File: src/rtl/demux_serial_1_para_2_if.sv
// Bundle of the serial line and the two-channel parallel side of the 1-to-2 demux.
// The master drives the serial line and the slave, which is the demux, drives the channel outputs.
interface demux_serial_1_para_2_if #(
   parameter int LARGURA = 4
);
   logic               D;
   logic [LARGURA-1:0] Y0;
   logic [LARGURA-1:0] Y1;
   logic               valido0;
   logic               valido1;
   logic               erro_quadro;
   logic               ocupado;

   modport master (
      output D,
      input  Y0, Y1, valido0, valido1, erro_quadro, ocupado
   );

   modport slave (
      input  D,
      output Y0, Y1, valido0, valido1, erro_quadro, ocupado
   );
endinterface

File: src/rtl/demux_serial_1_para_2.sv
// Serial-to-parallel 1-to-2 demux. Each frame is start(0), selector, LARGURA data bits
// sent LSB first, and stop(1). The received word is steered to channel 0 or channel 1.
module demux_serial_1_para_2 #(
   parameter int LARGURA = 4
) (
   input logic                    clk,
   input logic                    rst_n,
   demux_serial_1_para_2_if.slave bus
);

   localparam int CW = $clog2(LARGURA + 1);

   typedef enum logic [1:0] {
      OCIOSO  = 2'd0,
      SELETOR = 2'd1,
      DADOS   = 2'd2,
      PARADA  = 2'd3
   } estado_t;

   estado_t            estado, estado_nxt;
   logic [LARGURA-1:0] shift_r, shift_nxt;
   logic [LARGURA-1:0] y0_r, y1_r;
   logic [CW-1:0]      cnt_r;
   logic               sel_r;
   logic               v0_r, v1_r, erro_r;
   logic               carrega_sel, desloca, entrega, falha;

   always_ff @(posedge clk or negedge rst_n) begin
      if (!rst_n) estado <= OCIOSO;
      else        estado <= estado_nxt;
   end

   always_comb begin
      estado_nxt  = estado;
      carrega_sel = 1'b0;
      desloca     = 1'b0;
      entrega     = 1'b0;
      falha       = 1'b0;
      case (estado)
         OCIOSO:  if (!bus.D) estado_nxt = SELETOR;
         SELETOR: begin
            carrega_sel = 1'b1;
            estado_nxt  = DADOS;
         end
         DADOS: begin
            desloca = 1'b1;
            if (cnt_r == CW'(LARGURA - 1)) estado_nxt = PARADA;
         end
         PARADA: begin
            estado_nxt = OCIOSO;
            if (bus.D) entrega = 1'b1;
            else       falha   = 1'b1;
         end
         default: estado_nxt = OCIOSO;
      endcase
   end

   // LSB arrives first, so each new bit enters at the top and moves down one place per clock.
   always_comb begin
      shift_nxt              = shift_r >> 1;
      shift_nxt[LARGURA-1]   = bus.D;
   end

   always_ff @(posedge clk or negedge rst_n) begin
      if (!rst_n) begin
         shift_r <= '0;
         cnt_r   <= '0;
         sel_r   <= 1'b0;
         y0_r    <= '0;
         y1_r    <= '0;
         v0_r    <= 1'b0;
         v1_r    <= 1'b0;
         erro_r  <= 1'b0;
      end else begin
         v0_r   <= 1'b0;
         v1_r   <= 1'b0;
         erro_r <= falha;
         if (carrega_sel) begin
            sel_r <= bus.D;
            cnt_r <= '0;
         end
         if (desloca) begin
            shift_r <= shift_nxt;
            cnt_r   <= cnt_r + CW'(1);
         end
         if (entrega) begin
            if (sel_r) begin
               y1_r <= shift_r;
               v1_r <= 1'b1;
            end else begin
               y0_r <= shift_r;
               v0_r <= 1'b1;
            end
         end
      end
   end

   assign bus.Y0          = y0_r;
   assign bus.Y1          = y1_r;
   assign bus.valido0     = v0_r;
   assign bus.valido1     = v1_r;
   assign bus.erro_quadro = erro_r;
   assign bus.ocupado     = (estado != OCIOSO);

endmodule
File: src/flat_wrapper.sv
// flat-port wrapper written by rule: the top's interface ports become plain ports
module demux_serial_1_para_2_flat 
#(
   parameter int LARGURA = 4
)
  (clk, rst_n, bus_D, bus_Y0, bus_Y1, bus_valido0, bus_valido1, bus_erro_quadro, bus_ocupado);
  demux_serial_1_para_2_if #(.LARGURA(LARGURA)) bus_i ();
  input logic clk;
  input logic rst_n;
  input wire logic [$bits(bus_i.D)-1:0] bus_D;
  output wire logic [$bits(bus_i.Y0)-1:0] bus_Y0;
  output wire logic [$bits(bus_i.Y1)-1:0] bus_Y1;
  output wire logic [$bits(bus_i.valido0)-1:0] bus_valido0;
  output wire logic [$bits(bus_i.valido1)-1:0] bus_valido1;
  output wire logic [$bits(bus_i.erro_quadro)-1:0] bus_erro_quadro;
  output wire logic [$bits(bus_i.ocupado)-1:0] bus_ocupado;
  assign bus_i.D = bus_D;
  assign bus_Y0 = bus_i.Y0;
  assign bus_Y1 = bus_i.Y1;
  assign bus_valido0 = bus_i.valido0;
  assign bus_valido1 = bus_i.valido1;
  assign bus_erro_quadro = bus_i.erro_quadro;
  assign bus_ocupado = bus_i.ocupado;
  demux_serial_1_para_2 #(.LARGURA(LARGURA)) u_core (.clk(clk), .rst_n(rst_n), .bus(bus_i));
endmodule
File: config.mk
export PLATFORM = sky130hd
export DESIGN_NAME = demux_serial_1_para_2_flat
export DESIGN_NICKNAME = d
export VERILOG_FILES = /design/src/rtl/demux_serial_1_para_2_if.sv /design/src/rtl/demux_serial_1_para_2.sv /design/src/flat_wrapper.sv
export SDC_FILE = /design/constraint.sdc
export NUM_CORES = 1
export LEC_CHECK = 0
export ABC_AREA = 0
export BUFFER_PORTS_ARGS = -buffer_cell sky130_fd_sc_hd__clkbuf_2
export CORE_MARGIN = 1.5
export CORE_UTILIZATION = 40
export CTS_BUF_LIST = sky130_fd_sc_hd__clkbuf_8
export CTS_CLUSTER_SIZE = 12
export DETAILED_ROUTE_END_ITERATION = 8
export PLACE_DENSITY_LB_ADDON = 0.25
export SLEW_MARGIN = 40
export SYNTH_ARGS = -nofsm -noshare
export SYNTH_HDL_FRONTEND = slang
export SYNTH_SLANG_ARGS = --single-unit
File: constraint.sdc
create_clock -name clk -period 2.8 [get_ports clk]
set_input_delay 0.14 -clock clk [delete_from_list [all_inputs] [get_ports clk]]
set_output_delay 0.14 -clock clk [all_outputs]
set_load 0.01 [all_outputs]
# Word level (Yosys, flattened, before mapping)
# Cells that the tools add are included.
word_totals:
  n_memories: 0
  latchBits: 0
  reg_bits: 21
  out_inout_bits: 12
  elab_cells: 38
  rom_bits: 0
  mem_bits_rw: 0
  input_bits: 3
classes:
  add_sub_neg: 1
  bitwise: 1
  eq_ne: 6
  magnitude_cmp: 0
  n_mul: 0
  n_reduce_logical: 6
  muxes: 15
  div: 0
  shift: 0
op_table:
  columns: ["cell", "count"]
  rows:
  - ["1-bit two-way mux", 10]
  - ["2-bit one-hot mux with 4 select lines", 1]
  - ["3-bit two-way mux", 2]
  - ["2-bit AND reduction", 3]
  - ["2-bit equality test (second input constant)", 2]
  - ["2-bit two-way mux", 2]
  - ["2-bit nonzero test", 2]
  - ["3-bit by 1-bit adder with 3-bit output (second input constant)", 1]
  - ["3-bit by 2-bit equality test with 1-bit output (second input constant)", 1]
  - ["2-bit by 1-bit equality test with 1-bit output (second input constant)", 1]
  - ["2-bit zero test", 1]
  - ["2-bit by 1-bit inequality test with 1-bit output (second input constant)", 1]
  - ["2-bit inequality test (second input constant)", 1]
  - ["1-bit inverter", 1]

# Depth between registers and ports, before layout
# Gate-level depths: netlist of run 1.
depth:
  ltp_word: 4
  depth_mapped: 6
  mapped_depth_nobuf: 5

# Least setup slack after synthesis of run 1
# No wires, ideal clock.
synth_timing:
  kind: "register to register"
  startpoint: "reg u_core.estado[0]"
  endpoint: "reg u_core.estado[1]"
  stages_incl_launch_ff: 7
  period_less_slack_ps: 1272
  arrival_ps: 1151
  path_slack_ps: 1528
  t_required_ps: 2680
  setup_time_ps: 120
  path_cell_list: "dfrtp_1 > inv_1 > ha_1 > buf_2 > nand2b_1 > a21oi_1 > a31o_2"
synth_between:
  elab_chain_cells: 3
  elab_cells_between_ends: 8
  cone_classes: "eq/ne (5); mux (1); reduce/logical (2)"
synth_rtl:
  columns: ["element", "line", "rtl"]
  rows:
  - ["from (decl)", "demux_serial_1_para_2.sv:20", "estado_t estado, estado_nxt;"]
  - ["from (signal assigned)", "demux_serial_1_para_2.sv:30", "else estado <= estado_nxt;"]
  - ["2-bit equality test / 2-bit zero test (equally long branches)", "demux_serial_1_para_2.sv:39", "case (estado)"]
  - ["2-bit by 1-bit inequality test with 1-bit output (no line) / 2-bit inequality test (equally long branches)", null, null]
  - ["2-bit AND reduction (no line)", null, null]
# Several ways; a longest one is shown, not always the timed one.
# A chain may end at the register's enable or synchronous reset.

# Worst setup path after layout of run 1
# Same ends and word-level chain as after synthesis.

==> results.sh, run 1 <==
export IMPL_worst_min_delay_path_class="in -> reg"
export IMPL_post_cts_hold_buffer_count=1
export IMPL_layout_setup_ws_ns=1.35
export IMPL_path_max_fanout=9
export IMPL_port_buffers=14
export IMPL_overflow=0
export IMPL_setup_violations_final=0
export IMPL_core_area_um2=2020
export IMPL_drt_pass1_iterations=2
export IMPL_cts_buffers=3
export IMPL_total_leakage_power_nw=0.525
export IMPL_final_period_minus_worst_setup_slack_ns=1.45
export IMPL_timing_slew_headroom=0.674
export IMPL_end_kind="register"
export IMPL_hold_path_start="bus_D"
export IMPL_post_place_setup_slack_ns=1.36
export IMPL_detailedPlacementHpwl_um=932
export IMPL_synth_yosys_warnings=0
export IMPL_setup_tns_ns=0
export IMPL_tritoncts="built"
export IMPL_clk_pin_slew_worst_paths_ns=0.07
export IMPL_grt_pass1_vias=502
export IMPL_final_layout_size_suffix_gt1_frac=0.393
export IMPL_final_cell_mix="sky130_fd_sc_hd__dfrtp_1 (21), sky130_fd_sc_hd__clkbuf_2 (14), sky130_fd_sc_hd__mux2_2 (13)"
export IMPL_synth_cell_type_count=14
export IMPL_rr_startpoint="u_core.estado[0]$_DFFE_PN0P_"
export IMPL_cts_root_buffer="sky130_fd_sc_hd__clkbuf_8"
export IMPL_asyncSetResetFlopFracSynth=1.00
export IMPL_mostFrequentLayoutCell="sky130_fd_sc_hd__dfrtp_1"
export IMPL_largest_net_degree_at_the_start_of_global_routing=22
export IMPL_layout_worst_path_cycle_share=0.518
export IMPL_outcome="finished clean"
export IMPL_fmax_mhz=690
export IMPL_global_route_wire_length_before_repair_mm=2.14
export IMPL_cp_slowest_cell="sky130_fd_sc_hd__dfrtp_1"
export IMPL_critical_path_max_stage_delay_ns=0.41
export IMPL_vias_after_detailed_routing=535
export IMPL_syn_inst=66
export IMPL_syn_cell_area_um2=886
export IMPL_vias_per_cell=4.82
export IMPL_power_ir_vdd_worst_mv=0.530
export IMPL_cp_cell_sequence="inv_1 -> ha_1 -> nand2b_1 -> a31o_2"
export IMPL_post_cts_buffers=0
export IMPL_die_area_um2=2510
export IMPL_antenna_left=0
export IMPL_synth_edff_count=0
export IMPL_synth_top_flop_cell="sky130_fd_sc_hd__dfrtp_1"
export IMPL_rsz0062_at_grt="false"
export IMPL_dr_first_iter_drc_count=2
export IMPL_floorplan_die_height_um=50.1
export IMPL_antenna_found_initial=0
export IMPL_grt_use_total=0.114
export IMPL_critPathRequiredTime_ns=2.95
export IMPL_drc=0
export IMPL_route_detailed_wl_per_inst_um=11.2
export IMPL_final_max_slew_violation_count=0
export IMPL_worstMarginPinSlew_ns=0.490
export IMPL_htreeDepth=1
export IMPL_seq_area_frac_synth=0.593
export IMPL_area_delta_synth_final_pct=17.5
export IMPL_antennaDiodeCount=0
export IMPL_synth_seq_cells=21
export IMPL_die_w_um=50.1
export IMPL_clock_latency_ns=0.25
export IMPL_cts_path_max_buffers=2
export IMPL_critical_path_arrival_ns=1.60
export IMPL_drt_wl_total_mm=1.25
export IMPL_worstSetupStartpoint="u_core.estado[0]$_DFFE_PN0P_"
export IMPL_initial_utilization=0.438
export IMPL_timing_final_hold_violations=0
export IMPL_worstSetupStartpointType="register"
export IMPL_syn_area_per_cell_um2=13.4
export IMPL_number_of_primary_i_o_pins=15
export IMPL_max_cap_violations=0
export IMPL_worst_setup_path_type="reg -> reg"
export IMPL_power_density_cell_area_nw_per_um2=1100
export IMPL_fp_row_count=16
export IMPL_net_count_after_synthesis=76
export IMPL_postCtsResizedCells=0
export IMPL_final_setup_skew_ns=0.00186
export IMPL_final_net_count=95
export IMPL_clock_sinks=21
export IMPL_gp_congestion=0.765
==> cell type report <==
type	instances	area, µm²
fill	175	981
sequential	21	526
multi-input combinational	36	325
timing repair buffer	15	80.1
clock buffer	3	41.3
tap	27	33.8
inverter	8	30.0
clock inverter	1	5.00
==> synthesized netlist by cell type, types with 2 or more instances <==
| library cell | instances | share of area |
|---|---|---|
| sky130_fd_sc_hd__a21oi_1 | 3 | 0.017 |
| sky130_fd_sc_hd__ha_1 | 7 | 0.099 |
| sky130_fd_sc_hd__mux2_2 | 13 | 0.17 |
| sky130_fd_sc_hd__nand3b_1 | 2 | 0.017 |
| sky130_fd_sc_hd__inv_1 | 8 | 0.034 |
| sky130_fd_sc_hd__o21ai_0 | 3 | 0.017 |
| sky130_fd_sc_hd__nand3_1 | 3 | 0.017 |
| sky130_fd_sc_hd__dfrtp_1 | 21 | 0.59 |
==> routing by layer <==
layer,vias to the layer above,wire (µm),GRT usage,part of all wire
met5,-,0,0,0
met4,0,0,0.0278,0
met3,0,66,0.0455,0.053
met2,14,634,0.197,0.51
met1,264,546,0.131,0.44
li1,257,-,-,-
==> where the power goes <==
group	internal, mW	switching (mW)
Sequential	0.436	0.0793
Combinational	0.225	0.216
Clock	0.0988	0.0911
Total	0.761	0.386
==> per-stage QoR <==
stage	total power, mW	util	area [µm²]	std cells	hold slack (ns)
3_5_place_dp	0.970	0.487	985	106	0.133
2_1_floorplan	0.822	-	886	66	-0.156
5_1_grt	1.24	0.515	1040	111	0.207
6_report	1.15	0.515	1040	111	0.206
4_1_cts	1.16	0.515	1040	111	0.199
3_3_place_gp	0.956	0.487	985	106	0.131
==> worst max-delay path, delay by kind of cell, from the launching register on <==
family	cells	cell delay, ns
simple gates	1	0.16
fa+ha+maj	1	0.39
buf+inv	1	0.11
flops	1	0.41
compound gates	1	0.26
==> worst paths after layout <==
| kind | endpoint | slack [ns] | cells after the start |
|---|---|---|---|
| worst max-delay path | u_core.estado[1]$_DFFE_PN0P_ | 1.35 | 4 |
| max in group asynchronous | u_core.bus.valido1$_DFF_PN0_ | 2.10 | 2 |
| worst max register to register | u_core.estado[1]$_DFFE_PN0P_ | 1.35 | 4 |
| worst min-delay path | u_core.sel_r$_DFFE_PN0N_ | 0.21 | 2 |
| worst min register to register | u_core.bus.Y1[3]$_DFFE_PN0P_ | 0.51 | 1 |
| min in group asynchronous | u_core.estado[0]$_DFFE_PN0P_ | 0.37 | 2 |
==> flip-flops by register name, indices dropped and copies added (netlist names) <==
signal and flops:
u_core.bus.Y0 4, u_core.bus.Y1 4, u_core.shift_r 4, u_core.cnt_r 3
u_core.estado 2, u_core.bus.erro_quadro 1, u_core.bus.valido0 1, u_core.bus.valido1 1
u_core.sel_r 1
==> cell families (layout without fill, tap and decap cells) <==
family | count (synthesis) | count (layout) | share of synthesized area
multiplexers | 13 | 13 | 0.165
AO/OA/AOI/OAI | 7 | 7 | 0.0438
buffers and inverters | 9 | 27 | 0.0395
adder cells (fa/ha/maj) | 7 | 7 | 0.0989
flip-flops | 21 | 21 | 0.593
AND/OR/NAND/NOR | 9 | 9 | 0.0593
Note: power is estimated with default switching activity, not from simulation.
==> run 2: changes to the inputs <==
clock period = 1.2 ns   (was 2.8 ns; I/O delays follow)
==> results.sh, run 2 (synthesized netlist as in run 1, its figures left out) <==
export IMPL_outcome="finished with violations"
export IMPL_violations="setup timing"
export IMPL_mostFrequentLayoutCell="sky130_fd_sc_hd__dfrtp_1"
export IMPL_worstSetupStartpointType="register"
export IMPL_overflow=0
export IMPL_initial_utilization=0.438
export IMPL_final_cell_mix="sky130_fd_sc_hd__dfrtp_1 (20), sky130_fd_sc_hd__clkbuf_2 (13), sky130_fd_sc_hd__inv_1 (7), sky130_fd_sc_hd__mux2_4 (7), sky130_fd_sc_hd__mux2_2 (6)"
export IMPL_detailedPlacementHpwl_mm=1.01
export IMPL_final_layout_size_suffix_gt1_frac=0.567
export IMPL_gp_congestion=0.682
export IMPL_grt_pass1_vias=602
export IMPL_place_area_um2=1020
export IMPL_worstSetupStartpoint="u_core.estado[1]$_DFFE_PN0P_"
export IMPL_die_area_um2=2510
export IMPL_worst_path_buf_inv=1
export IMPL_timing_final_hold_violations=0
export IMPL_rr_startpoint="u_core.estado[1]$_DFFE_PN0P_"
export IMPL_worstMarginPinSlew_ns=0.520
export IMPL_timing_slew_headroom=0.653
export IMPL_global_route_wire_length_before_repair_mm=2.77
export IMPL_total_leakage_power_nw=0.590
export IMPL_cts_root_buffer="sky130_fd_sc_hd__clkbuf_8"
export IMPL_cts_path_max_buffers=2
export IMPL_tritoncts="built"
export IMPL_critPathRequiredTime_ns=1.34
export IMPL_setup_violations_final=15
export IMPL_layout_setup_ws_ns=-0.110
export IMPL_groute_layer_met1_usage=0.194
export IMPL_clk_pin_slew_worst_paths_ns=0.07
export IMPL_max_cap_violations=0
export IMPL_area_delta_synth_final_pct=35.0
export IMPL_layout_worst_path_cycle_share=1.09
export IMPL_fillCellCount=169
export IMPL_dr_first_iter_drc_count=2
export IMPL_die_w_um=50.1
export IMPL_critical_path_max_stage_delay_ns=0.46
export IMPL_cp_slowest_cell="sky130_fd_sc_hd__dfrtp_2"
export IMPL_met2_usage=0.230
export IMPL_rsz0062_at_grt="true"
export IMPL_vias_after_detailed_routing=564
export IMPL_fp_row_count=16
export IMPL_antenna_found_initial=0
export IMPL_end_kind="register"
export IMPL_vias_per_cell=4.82
export IMPL_number_of_primary_i_o_pins=15
export IMPL_postLayoutCellArea_um2=1200
export IMPL_final_max_slew_violation_count=0
export IMPL_critical_path_arrival_ns=1.45
export IMPL_cts_buffers=3
export IMPL_largest_net_degree_at_the_start_of_global_routing=22
export IMPL_worst_path_dominant_cell_family="flip-flops"
export IMPL_core_area_um2=2020
export IMPL_final_setup_skew_ns=0.00343
export IMPL_antenna_left=0
export IMPL_htreeDepth=1
export IMPL_grt_use_met3=0.0333
export IMPL_placed_cells_incl_taps=110
export IMPL_path_max_fanout=4
export IMPL_fin_cells=117
export IMPL_post_place_setup_slack_ns=-0.135
export IMPL_floorplan_die_height_um=50.1
export IMPL_cp_cell_sequence="ha_4 -> nand3b_1 -> buf_6 -> mux2_4"
export IMPL_antennaDiodeCount=0
export IMPL_port_buffers=14
export IMPL_drt_pass1_iterations=2
export IMPL_clock_sinks=21
export IMPL_clock_latency_ns=0.25
export IMPL_worst_setup_path_type="reg -> reg"
export IMPL_final_net_count=101
export IMPL_power_density_cell_area_nw_per_um2=2700
export IMPL_drc=0
export IMPL_final_period_minus_worst_setup_slack_ns=1.31
export IMPL_hold_path_start="bus_D"
export IMPL_grt_use_total=0.148
export IMPL_worst_min_delay_path_class="in -> reg"
export IMPL_route_detailed_wl_per_inst_um=13.7
export IMPL_power_ir_vdd_worst_mv=1.34
export IMPL_grt_busiest_layer="met2"
export IMPL_drt_wl_total_mm=1.61
export IMPL_fmax_mhz=764
==> run 2: stage by stage <==
stage	power (mW)	utilization	TNS (ns)	hold slack, ns
floorplan	1.97	-	-0.174	-0.236
global placement	2.35	0.507	-0.659	0.0530
detailed placement	2.39	0.507	-1.04	0.0592
CTS	3.03	0.566	-0.523	0.148
global route	3.50	0.592	-1.65	0.153
finish	3.23	0.592	-0.771	0.154
==> run 2: report_power, final <==
group          leakage [nW]  switching (mW)  internal, mW
Clock                0.0269           0.215         0.227
Combinational         0.303           0.656         0.868
Sequential            0.260           0.238          1.02
==> run 2: tightest hold or removal path: cells and delay by family <==
family / cells / cell delay [ns]
AO/OA/AOI/OAI: 1 / 0.07
AND/OR/NAND/NOR: 1 / 0.10
buffers and inverters: 1 / 0.14
==> run 2: path summary, 6_finish.rpt <==
path | end | cells past startpoint | slack (ns)
worst max register to register | u_core.bus.Y0[2]$_DFFE_PN0P_ | 4 | -0.11
worst min-delay path | u_core.estado[0]$_DFFE_PN0P_ | 3 | 0.15
worst max-delay path | u_core.bus.Y0[2]$_DFFE_PN0P_ | 4 | -0.11
max in group asynchronous | u_core.estado[1]$_DFFE_PN0P_ | 2 | 0.52
worst min register to register | u_core.bus.Y0[3]$_DFFE_PN0P_ | 1 | 0.51
min in group asynchronous | u_core.bus.Y0[3]$_DFFE_PN0P_ | 2 | 0.30
==> run 2: routing by layer <==
metal,part of all wire,vias to the layer above
met2,0.50,12
met5,0,-
li1,-,269
met3,0.043,2
met1,0.44,281
met4,0.010,0
==> run 2: final cells by class <==
| type | count | area (µm²) | share of cell area |
|---|---|---|---|
| Tap cell | 27 | 33.8 | 0.0282 |
| Timing Repair Buffer | 21 | 140 | 0.117 |
| Clock inverter | 1 | 3.75 | 0.00314 |
| Multi-Input combinational cell | 36 | 420 | 0.351 |
| Sequential cell | 21 | 527 | 0.440 |
| Inverter | 8 | 30.0 | 0.0251 |
| Clock buffer | 3 | 41.3 | 0.0345 |
==> run 2: repair_timing <==
item / CTS / global route
pin swaps: 1 / 1
gates resized for setup: 12 / 16
endpoints found under the hold margin: 21 / 0
buffers inserted: 2 / 0
hold buffers: 1 / 0
endpoints found under the setup margin: 18 / 17
==> run 3: changes to the inputs <==
CORE_ASPECT_RATIO = 0.75   (was unset)
TNS_END_PERCENT = 5   (was unset)
==> results.sh, run 3 (synthesized netlist as in run 1, its figures left out) <==
export IMPL_die_area_um2=2510
export IMPL_total_leakage_power_nw=0.604
export IMPL_cts_buffers=3
export IMPL_path_max_fanout=5
export IMPL_floorplan_die_height_um=43.8
export IMPL_max_cap_violations=0
export IMPL_drc=0
export IMPL_end_kind="register"
export IMPL_antennaDiodeCount=0
export IMPL_rsz0062_at_grt="true"
export IMPL_clock_sinks=21
export IMPL_power_ir_vdd_worst_mv=1.31
export IMPL_comb_power_share=0.468
export IMPL_worstMarginPinSlew_ns=0.521
export IMPL_critical_path_max_stage_delay_ns=0.45
export IMPL_fillCellCount=172
export IMPL_gp_congestion=0.738
export IMPL_cell_internal_pwr_mw=2.13
export IMPL_worstSetupStartpointType="register"
export IMPL_core_area_um2=2050
export IMPL_post_place_setup_slack_ns=-0.136
export IMPL_cp_slowest_cell="sky130_fd_sc_hd__dfrtp_2"
export IMPL_vias_per_cell=4.97
export IMPL_fin_cells=115
export IMPL_cts_path_max_buffers=2
export IMPL_final_layout_size_suffix_gt1_frac=0.560
export IMPL_mostFrequentLayoutCell="sky130_fd_sc_hd__dfrtp_1"
export IMPL_final_setup_skew_ns=0.00473
export IMPL_drt_pass1_iterations=3
export IMPL_worstRegToRegCells=4
export IMPL_total_power_mw=3.27
export IMPL_largest_net_degree_at_the_start_of_global_routing=22
export IMPL_worst_setup_path_type="reg -> reg"
export IMPL_area_of_the_multi_input_gates_um2=420
export IMPL_die_w_um=57.3
export IMPL_detailedPlacementHpwl_mm=1.03
export IMPL_port_buffers=14
export IMPL_number_of_primary_i_o_pins=15
export IMPL_final_max_slew_violation_count=0
export IMPL_drt_wl_total_mm=1.75
export IMPL_htreeDepth=1
export IMPL_relative_contribution_of_the_clock_network_to_total_power=0.141
export IMPL_critPathRequiredTime_ns=1.35
export IMPL_holdWs_ns=0.150
export IMPL_critical_path_arrival_ns=1.45
export IMPL_cts_root_buffer="sky130_fd_sc_hd__clkbuf_8"
export IMPL_initial_utilization=0.432
export IMPL_hold_depth=2
export IMPL_worst_min_delay_path_class="in -> reg"
export IMPL_overflow=0
export IMPL_pwr_share_seq=0.391
export IMPL_net_switching_power_mw=1.14
export IMPL_area_delta_synth_final_pct=34.7
export IMPL_vias_after_detailed_routing=571
export IMPL_layout_setup_ws_ns=-0.0926
export IMPL_setup_tns_ns=-0.538
export IMPL_antenna_found_initial=0
export IMPL_grt_pass1_vias=589
export IMPL_register_area_um2=528
export IMPL_fmax_mhz=774
export IMPL_final_period_minus_worst_setup_slack_ns=1.29
export IMPL_violations="setup timing"
export IMPL_clk_pin_slew_worst_paths_ns=0.08
export IMPL_final_cell_mix="sky130_fd_sc_hd__dfrtp_1 (19), sky130_fd_sc_hd__clkbuf_2 (14), sky130_fd_sc_hd__mux2_4 (10)"
export IMPL_fp_row_count=14
export IMPL_cp_cell_sequence="ha_4 -> nand3b_1 -> buf_6 -> mux2_4"
export IMPL_layout_worst_path_cycle_share=1.08
export IMPL_switching_share=0.348
export IMPL_route_detailed_wl_per_inst_um=15.2
export IMPL_global_route_wire_length_before_repair_mm=2.90
export IMPL_dr_first_iter_drc_count=2
export IMPL_placed_cells_incl_taps=108
export IMPL_timing_slew_headroom=0.653
export IMPL_tritoncts="built"
export IMPL_power_density_cell_area_nw_per_um2=2740
export IMPL_clock_latency_ns=0.26
export IMPL_grt_use_total=0.167
export IMPL_setup_violations_final=12
export IMPL_antenna_left=0
export IMPL_final_net_count=102
export IMPL_timing_final_hold_violations=0
export IMPL_outcome="finished with violations"
-- run 3: path summary, 6_finish.rpt --
kind	start	end	slack, ns
min in group asynchronous	rst_n	u_core.sel_r$_DFFE_PN0N_	0.29
worst max-delay path	u_core.estado[1]$_DFFE_PN0P_	u_core.bus.Y0[0]$_DFFE_PN0P_	-0.09
worst max register to register	u_core.estado[1]$_DFFE_PN0P_	u_core.bus.Y0[0]$_DFFE_PN0P_	-0.09
worst min-delay path	bus_D	u_core.shift_r[3]$_DFFE_PN0N_	0.15
max in group asynchronous	rst_n	u_core.estado[1]$_DFFE_PN0P_	0.53
worst min register to register	u_core.cnt_r[2]$_DFFE_PN0P_	u_core.cnt_r[2]$_DFFE_PN0P_	0.51
-- run 3: power groups by stage --
stage	clock (mW)	sequential (mW)	combinational [mW]
after floorplan	0	1.26	0.696
after global placement	0	1.22	1.15
after detailed placement	0	1.23	1.18
after CTS	0.467	1.26	1.44
after global routing	0.501	1.32	1.67
final	0.462	1.28	1.53
-- run 3: metal layers --
layer	global-route usage	routed length [µm]	vias up
met3	0.0627	68	5
met2	0.245	810	13
met4	0.0837	38	0
met5	0	0	-
met1	0.219	836	279
li1	-	-	274
-- run 3: stage by stage --
| stage | utilization | cell area (µm²) |
|---|---|---|
| final | 0.582 | 1190 |
| after global routing | 0.582 | 1190 |
| after CTS | 0.575 | 1180 |
| after detailed placement | 0.502 | 1030 |
| after global placement | 0.502 | 1030 |
| after floorplan | - | 898 |
-- run 3: repair_timing --
action,CTS,global route
hold buffers,1,0
hold endpoints to repair,21,0
setup endpoints to repair,18,19
pin swaps,3,1
gates resized for setup,20,9
setup buffers,3,0
-- run 3: worst max-delay path: cells and delay by family (launching register included) --
family | cells | cell delay [ns]
simple gates | 1 | 0.10
buf+inv | 1 | 0.14
fa+ha+maj | 1 | 0.19
flops | 1 | 0.45
mux | 1 | 0.30
-- run 3: area by class of cell --
type                       count  share of cell area
clock buffer                   3              0.0346
multi-input combinational     36               0.352
tap                           24              0.0252
inverter                       8              0.0252
clock inverter                 1             0.00314
sequential                    21               0.442
timing repair buffer          22               0.117
